`src/rtl/riscv_lsu_pkg.sv`:
```
// rtl/riscv_lsu_pkg.sv - shared size codes, FSM encoding and alignment rule for the LSU
//
// Purpose : access-size encodings, LSU state type and the misalignment check
//           shared by riscv_lsu and riscv_lsu_align.
// Ports   : none (package).
package riscv_lsu_pkg;

  localparam logic [1:0] LSU_SIZE_B = 2'b00;
  localparam logic [1:0] LSU_SIZE_H = 2'b01;
  localparam logic [1:0] LSU_SIZE_W = 2'b10;

  typedef enum logic [1:0] {
    LSU_IDLE      = 2'd0,
    LSU_ACCESS    = 2'd1,
    LSU_LOAD_WAIT = 2'd2
  } lsu_state_t;

  // Bytes are always aligned; halves need an even address; words need
  // word alignment. The reserved size code is always an error.
  function automatic logic lsu_misaligned(input logic [1:0] size, input logic [1:0] off);
    logic bad;
    case (size)
      LSU_SIZE_B: bad = 1'b0;
      LSU_SIZE_H: bad = off[0];
      LSU_SIZE_W: bad = (off != 2'b00);
      default:    bad = 1'b1;
    endcase
    return bad;
  endfunction

endpackage

```
`src/rtl/riscv_lsu_align.sv`:
```
// rtl/riscv_lsu_align.sv - combinational lane mask, store shift, load extract/extend, error
//
// Purpose : pure datapath helper for the LSU.
// Ports   : size, off         access size and byte offset within the word
//           is_unsigned       zero-extend loads when set
//           wdata             right-justified store data
//           ram_dout          raw RAM read word
//           err               misaligned or illegal size
//           lane_mask         byte-lane enables for the access
//           store_data        store data shifted into its lanes
//           load_data         extracted and extended load result
module riscv_lsu_align
  import riscv_lsu_pkg::*;
(
  input  logic [1:0]  size,
  input  logic [1:0]  off,
  input  logic        is_unsigned,
  input  logic [31:0] wdata,
  input  logic [31:0] ram_dout,
  output logic        err,
  output logic [3:0]  lane_mask,
  output logic [31:0] store_data,
  output logic [31:0] load_data
);

  logic [31:0] dout_shifted;

  always_comb begin
    err          = lsu_misaligned(size, off);
    store_data   = wdata << {off, 3'b000};
    dout_shifted = ram_dout >> {off, 3'b000};
    lane_mask    = 4'b1111;
    load_data    = ram_dout;
    case (size)
      LSU_SIZE_B: begin
        lane_mask = 4'b0001 << off;
        load_data = is_unsigned ? {24'd0, dout_shifted[7:0]}
                                : {{24{dout_shifted[7]}}, dout_shifted[7:0]};
      end
      LSU_SIZE_H: begin
        lane_mask = 4'b0011 << off;
        load_data = is_unsigned ? {16'd0, dout_shifted[15:0]}
                                : {{16{dout_shifted[15]}}, dout_shifted[15:0]};
      end
      default: begin
        lane_mask = 4'b1111;
        load_data = ram_dout;
      end
    endcase
  end

endmodule

```
`src/rtl/riscv_lsu.sv`:
```
// rtl/riscv_lsu.sv - load/store unit between execute stage and synchronous-read data RAM
//
// Purpose : accepts one request at a time, drives RAM address/lane enables/data,
//           waits the RAM read latency and returns extended load data.
// Ports   : clk, rst                  clock, synchronous active-high reset
//           req_*                     request handshake and fields from execute
//           resp_valid/err/rdata/rd   one-cycle completion pulse and payload
//           ram_addr/wea/din          word address, byte write enables, lane data
//           ram_dout                  RAM read data, one cycle after ram_addr
module riscv_lsu
  import riscv_lsu_pkg::*;
#(
  parameter int RAM_ADDR_W = 14
) (
  input  logic                  clk,
  input  logic                  rst,
  input  logic                  req_valid,
  output logic                  req_ready,
  input  logic                  req_we,
  input  logic [1:0]            req_size,
  input  logic                  req_unsigned,
  input  logic [31:0]           req_addr,
  input  logic [31:0]           req_wdata,
  input  logic [4:0]            req_rd,
  output logic                  resp_valid,
  output logic                  resp_err,
  output logic [31:0]           resp_rdata,
  output logic [4:0]            resp_rd,
  output logic [RAM_ADDR_W-1:0] ram_addr,
  output logic [3:0]            ram_wea,
  output logic [31:0]           ram_din,
  input  logic [31:0]           ram_dout
);

  lsu_state_t  state;
  logic [1:0]  size_q;
  logic [1:0]  off_q;
  logic        unsigned_q;
  logic [4:0]  rd_q;
  logic        ack_in_access_q;  // store or error: completes in ACCESS

  logic [1:0]  a_size;
  logic [1:0]  a_off;
  logic        a_uns;
  logic        a_err;
  logic [3:0]  a_mask;
  logic [31:0] a_store;
  logic [31:0] a_load;
  logic        transfer;

  // Address bits above the RAM window alias and are deliberately dropped.
  logic        unused_addr_hi;
  assign unused_addr_hi = ^req_addr[31:RAM_ADDR_W+2];

  assign transfer = req_valid && req_ready;

  // One aligner serves both directions: in IDLE it looks at the incoming
  // request (mask/shift/err get registered on transfer); afterwards it sees
  // the latched request so the load extract lines up with ram_dout.
  assign a_size = (state == LSU_IDLE) ? req_size        : size_q;
  assign a_off  = (state == LSU_IDLE) ? req_addr[1:0]   : off_q;
  assign a_uns  = (state == LSU_IDLE) ? req_unsigned    : unsigned_q;

  riscv_lsu_align u_align (
    .size        (a_size),
    .off         (a_off),
    .is_unsigned (a_uns),
    .wdata       (req_wdata),
    .ram_dout    (ram_dout),
    .err         (a_err),
    .lane_mask   (a_mask),
    .store_data  (a_store),
    .load_data   (a_load)
  );

  // RAM read data only exists in the LOAD_WAIT cycle, so the load result is
  // taken straight from ram_dout rather than registered a cycle later.
  assign resp_rdata = (state == LSU_LOAD_WAIT) ? a_load : 32'd0;

  always_ff @(posedge clk) begin
    if (rst) begin
      state           <= LSU_IDLE;
      req_ready       <= 1'b1;
      resp_valid      <= 1'b0;
      resp_err        <= 1'b0;
      resp_rd         <= 5'd0;
      ram_addr        <= '0;
      ram_wea         <= 4'd0;
      ram_din         <= 32'd0;
      size_q          <= 2'd0;
      off_q           <= 2'd0;
      unsigned_q      <= 1'b0;
      rd_q            <= 5'd0;
      ack_in_access_q <= 1'b0;
    end else begin
      resp_valid <= 1'b0;
      resp_err   <= 1'b0;
      resp_rd    <= 5'd0;
      ram_wea    <= 4'd0;
      case (state)
        LSU_IDLE: begin
          if (transfer) begin
            size_q          <= req_size;
            off_q           <= req_addr[1:0];
            unsigned_q      <= req_unsigned;
            rd_q            <= req_rd;
            ack_in_access_q <= req_we || a_err;
            ram_addr        <= req_addr[RAM_ADDR_W+1:2];
            ram_din         <= a_store;
            ram_wea         <= (req_we && !a_err) ? a_mask : 4'd0;
            // Stores and errors answer during ACCESS itself.
            if (req_we || a_err) begin
              resp_valid <= 1'b1;
              resp_err   <= a_err;
              resp_rd    <= req_rd;
            end
            req_ready <= 1'b0;
            state     <= LSU_ACCESS;
          end
        end
        LSU_ACCESS: begin
          if (ack_in_access_q) begin
            req_ready <= 1'b1;
            state     <= LSU_IDLE;
          end else begin
            resp_valid <= 1'b1;
            resp_rd    <= rd_q;
            state      <= LSU_LOAD_WAIT;
          end
        end
        LSU_LOAD_WAIT: begin
          req_ready <= 1'b1;
          state     <= LSU_IDLE;
        end
        default: begin
          req_ready <= 1'b1;
          state     <= LSU_IDLE;
        end
      endcase
    end
  end

endmodule

```
`config.mk`:
```
export PLATFORM = sky130hd
export DESIGN_NAME = riscv_lsu
export DESIGN_NICKNAME = d
export VERILOG_FILES = /design/src/rtl/riscv_lsu_pkg.sv /design/src/rtl/riscv_lsu_align.sv /design/src/rtl/riscv_lsu.sv
export SDC_FILE = /design/constraint.sdc
export NUM_CORES = 1
export LEC_CHECK = 0
export ABC_AREA = 1
export CORE_ASPECT_RATIO = 0.9
export CORE_MARGIN = 4
export CORE_UTILIZATION = 45
export DETAILED_ROUTE_END_ITERATION = 10
export PLACE_DENSITY_LB_ADDON = 0.25
export SYNTH_ARGS = -nofsm -noshare
export SYNTH_HDL_FRONTEND = slang
export SYNTH_SLANG_ARGS = --single-unit
```
`constraint.sdc`:
```
create_clock -name clk -period 3.05 [get_ports clk]
set_clock_uncertainty 0.2 [all_clocks]
set_input_delay 0.305 -clock clk [delete_from_list [all_inputs] [get_ports clk]]
set_output_delay 0.305 -clock clk [all_outputs]
set_load 0.01 [all_outputs]
```
==> flow_summary.yaml <==
outcome:
  status: "finished, final reports clean"
cts:
  clkLatencyLatePin_ps: 340
  cts_buffers: 9
  cts.sinks: 71
  cts_tree: "built"
  cts-root-to-sink-buffers: 2
  cts_root_buffer: "clkbuf_8"
  clkTransAtPathRegs_ps: 80
  htreeDepth: 3
finish:
  syn2layout_area_growth_pct: 53.0
  antenna_cells_inserted: 0
  final_cell_mix: "clkdlybuf4s50_1 (177), nand2_1 (171), o21ai_0 (83)"
  finish.utilization_pct: 72.2
  finish.net_count: 931
  fillers: 746
  drive_gt1_share_pct: 8.82
  final_common_cell: "clkdlybuf4s50_1"
  fin_area_um2: 6300
yosys:
  synthXorXnorAreaFrac_pct: 0
  synth_top_area_share_pct: 34.5
  ys_ff_latch: 71
  synthAdderAreaFrac_pct: 0
  syn_area_per_cell_um2: 6.36
  synth_mux_area_share_pct: 0
  synth_nets: 756
  synth-warning-count: 0
  netlist_instances: 648
  yosysTopAreaCell: "dfxtp_1"
  ys_seq_area_share_pct: 34.5
  synthSimpleGateAreaFrac_pct: 31.6
  synth_cell_type_count: 28
  synth_compound_area_share_pct: 21.9
  synth_top_family_by_area: "simple AND/OR/NAND/NOR gates"
  synth_area_um2: 4120
  synthTopCellsByArea: "dfxtp_1 (34%), nand2_1 (16%), o21ai_0 (10%)"
setup_path:
  crit_type: "register to output pin"
  crit_fanout: 8
  worst_r2r_path_depth: 12
  endpoint_kind: "output pin"
  required_ps: 2540
  cp-start-kind: "register"
  cp.arrival_ps: 2410
placement:
  io_buffers: 181
  gp_congestion: 0.918
  pre_cts_ws_ps: 88.4
  placed_cell_area_um2: 5990
  hpwl_um: 10400
floorplanning:
  rows: 32
  io_pins: 198
  fp.dieW_um: 109
  core_um2: 8730
  fp.dieArea_um2: 10800
  die-height_um: 98.8
  initial_core_util_pct: 47.2
timing:
  maxSlewViolCount: 0
  tightest_slew_ps: 890
  relSlewSlack_pct: 40.6
  finalCriticalPeriod_ps: 2920
  finalHoldViolCount: 0
  min_period_over_period_pct: 95.7
  whs_ps: 264
  rsz0062_at_grt: "true"
  finalSetupViolCount: 0
  finalWorstSetupSlack_ps: 130
  max_clock_freq_ghz: 0.343
global_routing:
  track_usage_pct: 25.9
  use_met3_pct: 5.70
  use_met2_pct: 41.5
  grt_pass1_vias: 4683
  grt-ovfl-total: 0
  grt_pass1_wl_um: 22700
  top_usage_layer: "met2"
  antenna_found_initial: 0
  gr-usage-met1_pct: 34.3
  grt_max_degree: 43
power_and_ir_drop:
  switchingPower_mw: 0.926
  swShare_pct: 34.3
  ir_drop_v: 0.000223
  power_frac_comb_pct: 35.1
  p_clk_share_pct: 26.3
  p_int_mw: 1.77
  power.density_nw_per_um2: 428
  leakage_nw: 2.80
  finalPower_mw: 2.70
  p_seq_share_pct: 38.6
routing:
  drt-total-wl_um: 14200
  drc: 0
  routed_via_density: 5.21
  first_pass_iters: 5
  ant_nets: 0
  wl_per_cell_um: 15.0
  drtIter0Drc: 334
  vias: 4934
min_path:
  min_path_type: "register to register"
  whs_path_depth: 2
run:
  cap_violations: 0
metrics by stage:
stage | cells | setup TNS, ps
final | 947 | 0
after global routing | 947 | -12.8
after CTS | 944 | -5.51
after detailed placement | 924 | 0
after global placement | 924 | 0
after floorplan | 648 | 0
routing by layer:
metal / wire length (um) / vias to the layer above
li1: - / 2424
met1: 5960 / 2244
met2: 6730 / 241
met3: 1250 / 25
met4: 311 / 0
met5: 0 / -
flip-flops by register name, indices dropped and copies added, names as in the netlist, 2 cells and up:
signal    flops
ram_din      32
off_q         2
ram_wea       4
resp_rd       5
ram_addr     14
state         2
size_q        2
rd_q          5
power by group through the flow:
stage / clock (mW) / sequential [mW] / combinational [mW]
after global placement: 0 / 1.06 / 0.869
after floorplan: 0 / 1.09 / 0.470
after detailed placement: 0 / 1.06 / 0.890
after CTS: 0.727 / 1.04 / 0.914
after global routing: 0.770 / 1.05 / 1.04
final: 0.708 / 1.04 / 0.946
area by class of cell:
| type | instances | area, um^2 | share of cell area (%) |
|---|---|---|---|
| Multi-Input combinational cell | 464 | 2240 | 35.5 |
| Clock inverter | 5 | 38.8 | 0.615 |
| Inverter | 76 | 285 | 4.52 |
| Timing Repair Buffer | 201 | 2020 | 32.0 |
| Tap cell | 119 | 149 | 2.36 |
| Sequential cell | 71 | 1420 | 22.6 |
| Clock buffer | 11 | 151 | 2.40 |
synthesized netlist by cell type, drive strengths merged:
cell type and count:
and2 2, or2 9, dfxtp 71, buf 20, nand2 180, a31oi 8
clkbuf 18, o211ai 7, o21ai 91, nor2 65, inv 76, nand4 2
a21oi 57, nand3 42
worst max-delay path: stages (launching register included):
cell and delay (ps):
dfxtp_1 400, nor2_4 70, buf_12 140, o21ai_2 230, and2_1 210, nand3_2 210
nand3_1 160, nand2_1 70, inv_1 60, clkdlybuf4s50_1 530
path summary, 6_finish.rpt:
| check | from | end | slack (ps) |
|---|---|---|---|
| max reg2reg | state[0]$_SDFFE_PP0N_ | ram_din[25]$_SDFFE_PP0P_ | 810 |
| max | state[1]$_SDFFE_PP0N_ | resp_rdata[12] | 130 |
| min reg2reg | rd_q[1]$_SDFFE_PP0P_ | resp_rd[1]$_SDFF_PP0_ | 260 |
| min | rd_q[1]$_SDFFE_PP0P_ | resp_rd[1]$_SDFF_PP0_ | 260 |
logic make-up (layout without fill, tap and decap cells):
logic type	after synthesis	in the layout
simple gates	300	301
buf+inv	114	293
compound gates	163	163
flops	71	71
what timing repair did:
item | in CTS | in global routing
hold buffers | 0 | 0
gates cloned | 0 | 1
setup endpoints to repair | 31 | 31
pin swaps | 3 | 0
setup buffers | 4 | 2
resized for setup | 4 | 11
Note: power is estimated with default switching activity, not from simulation.
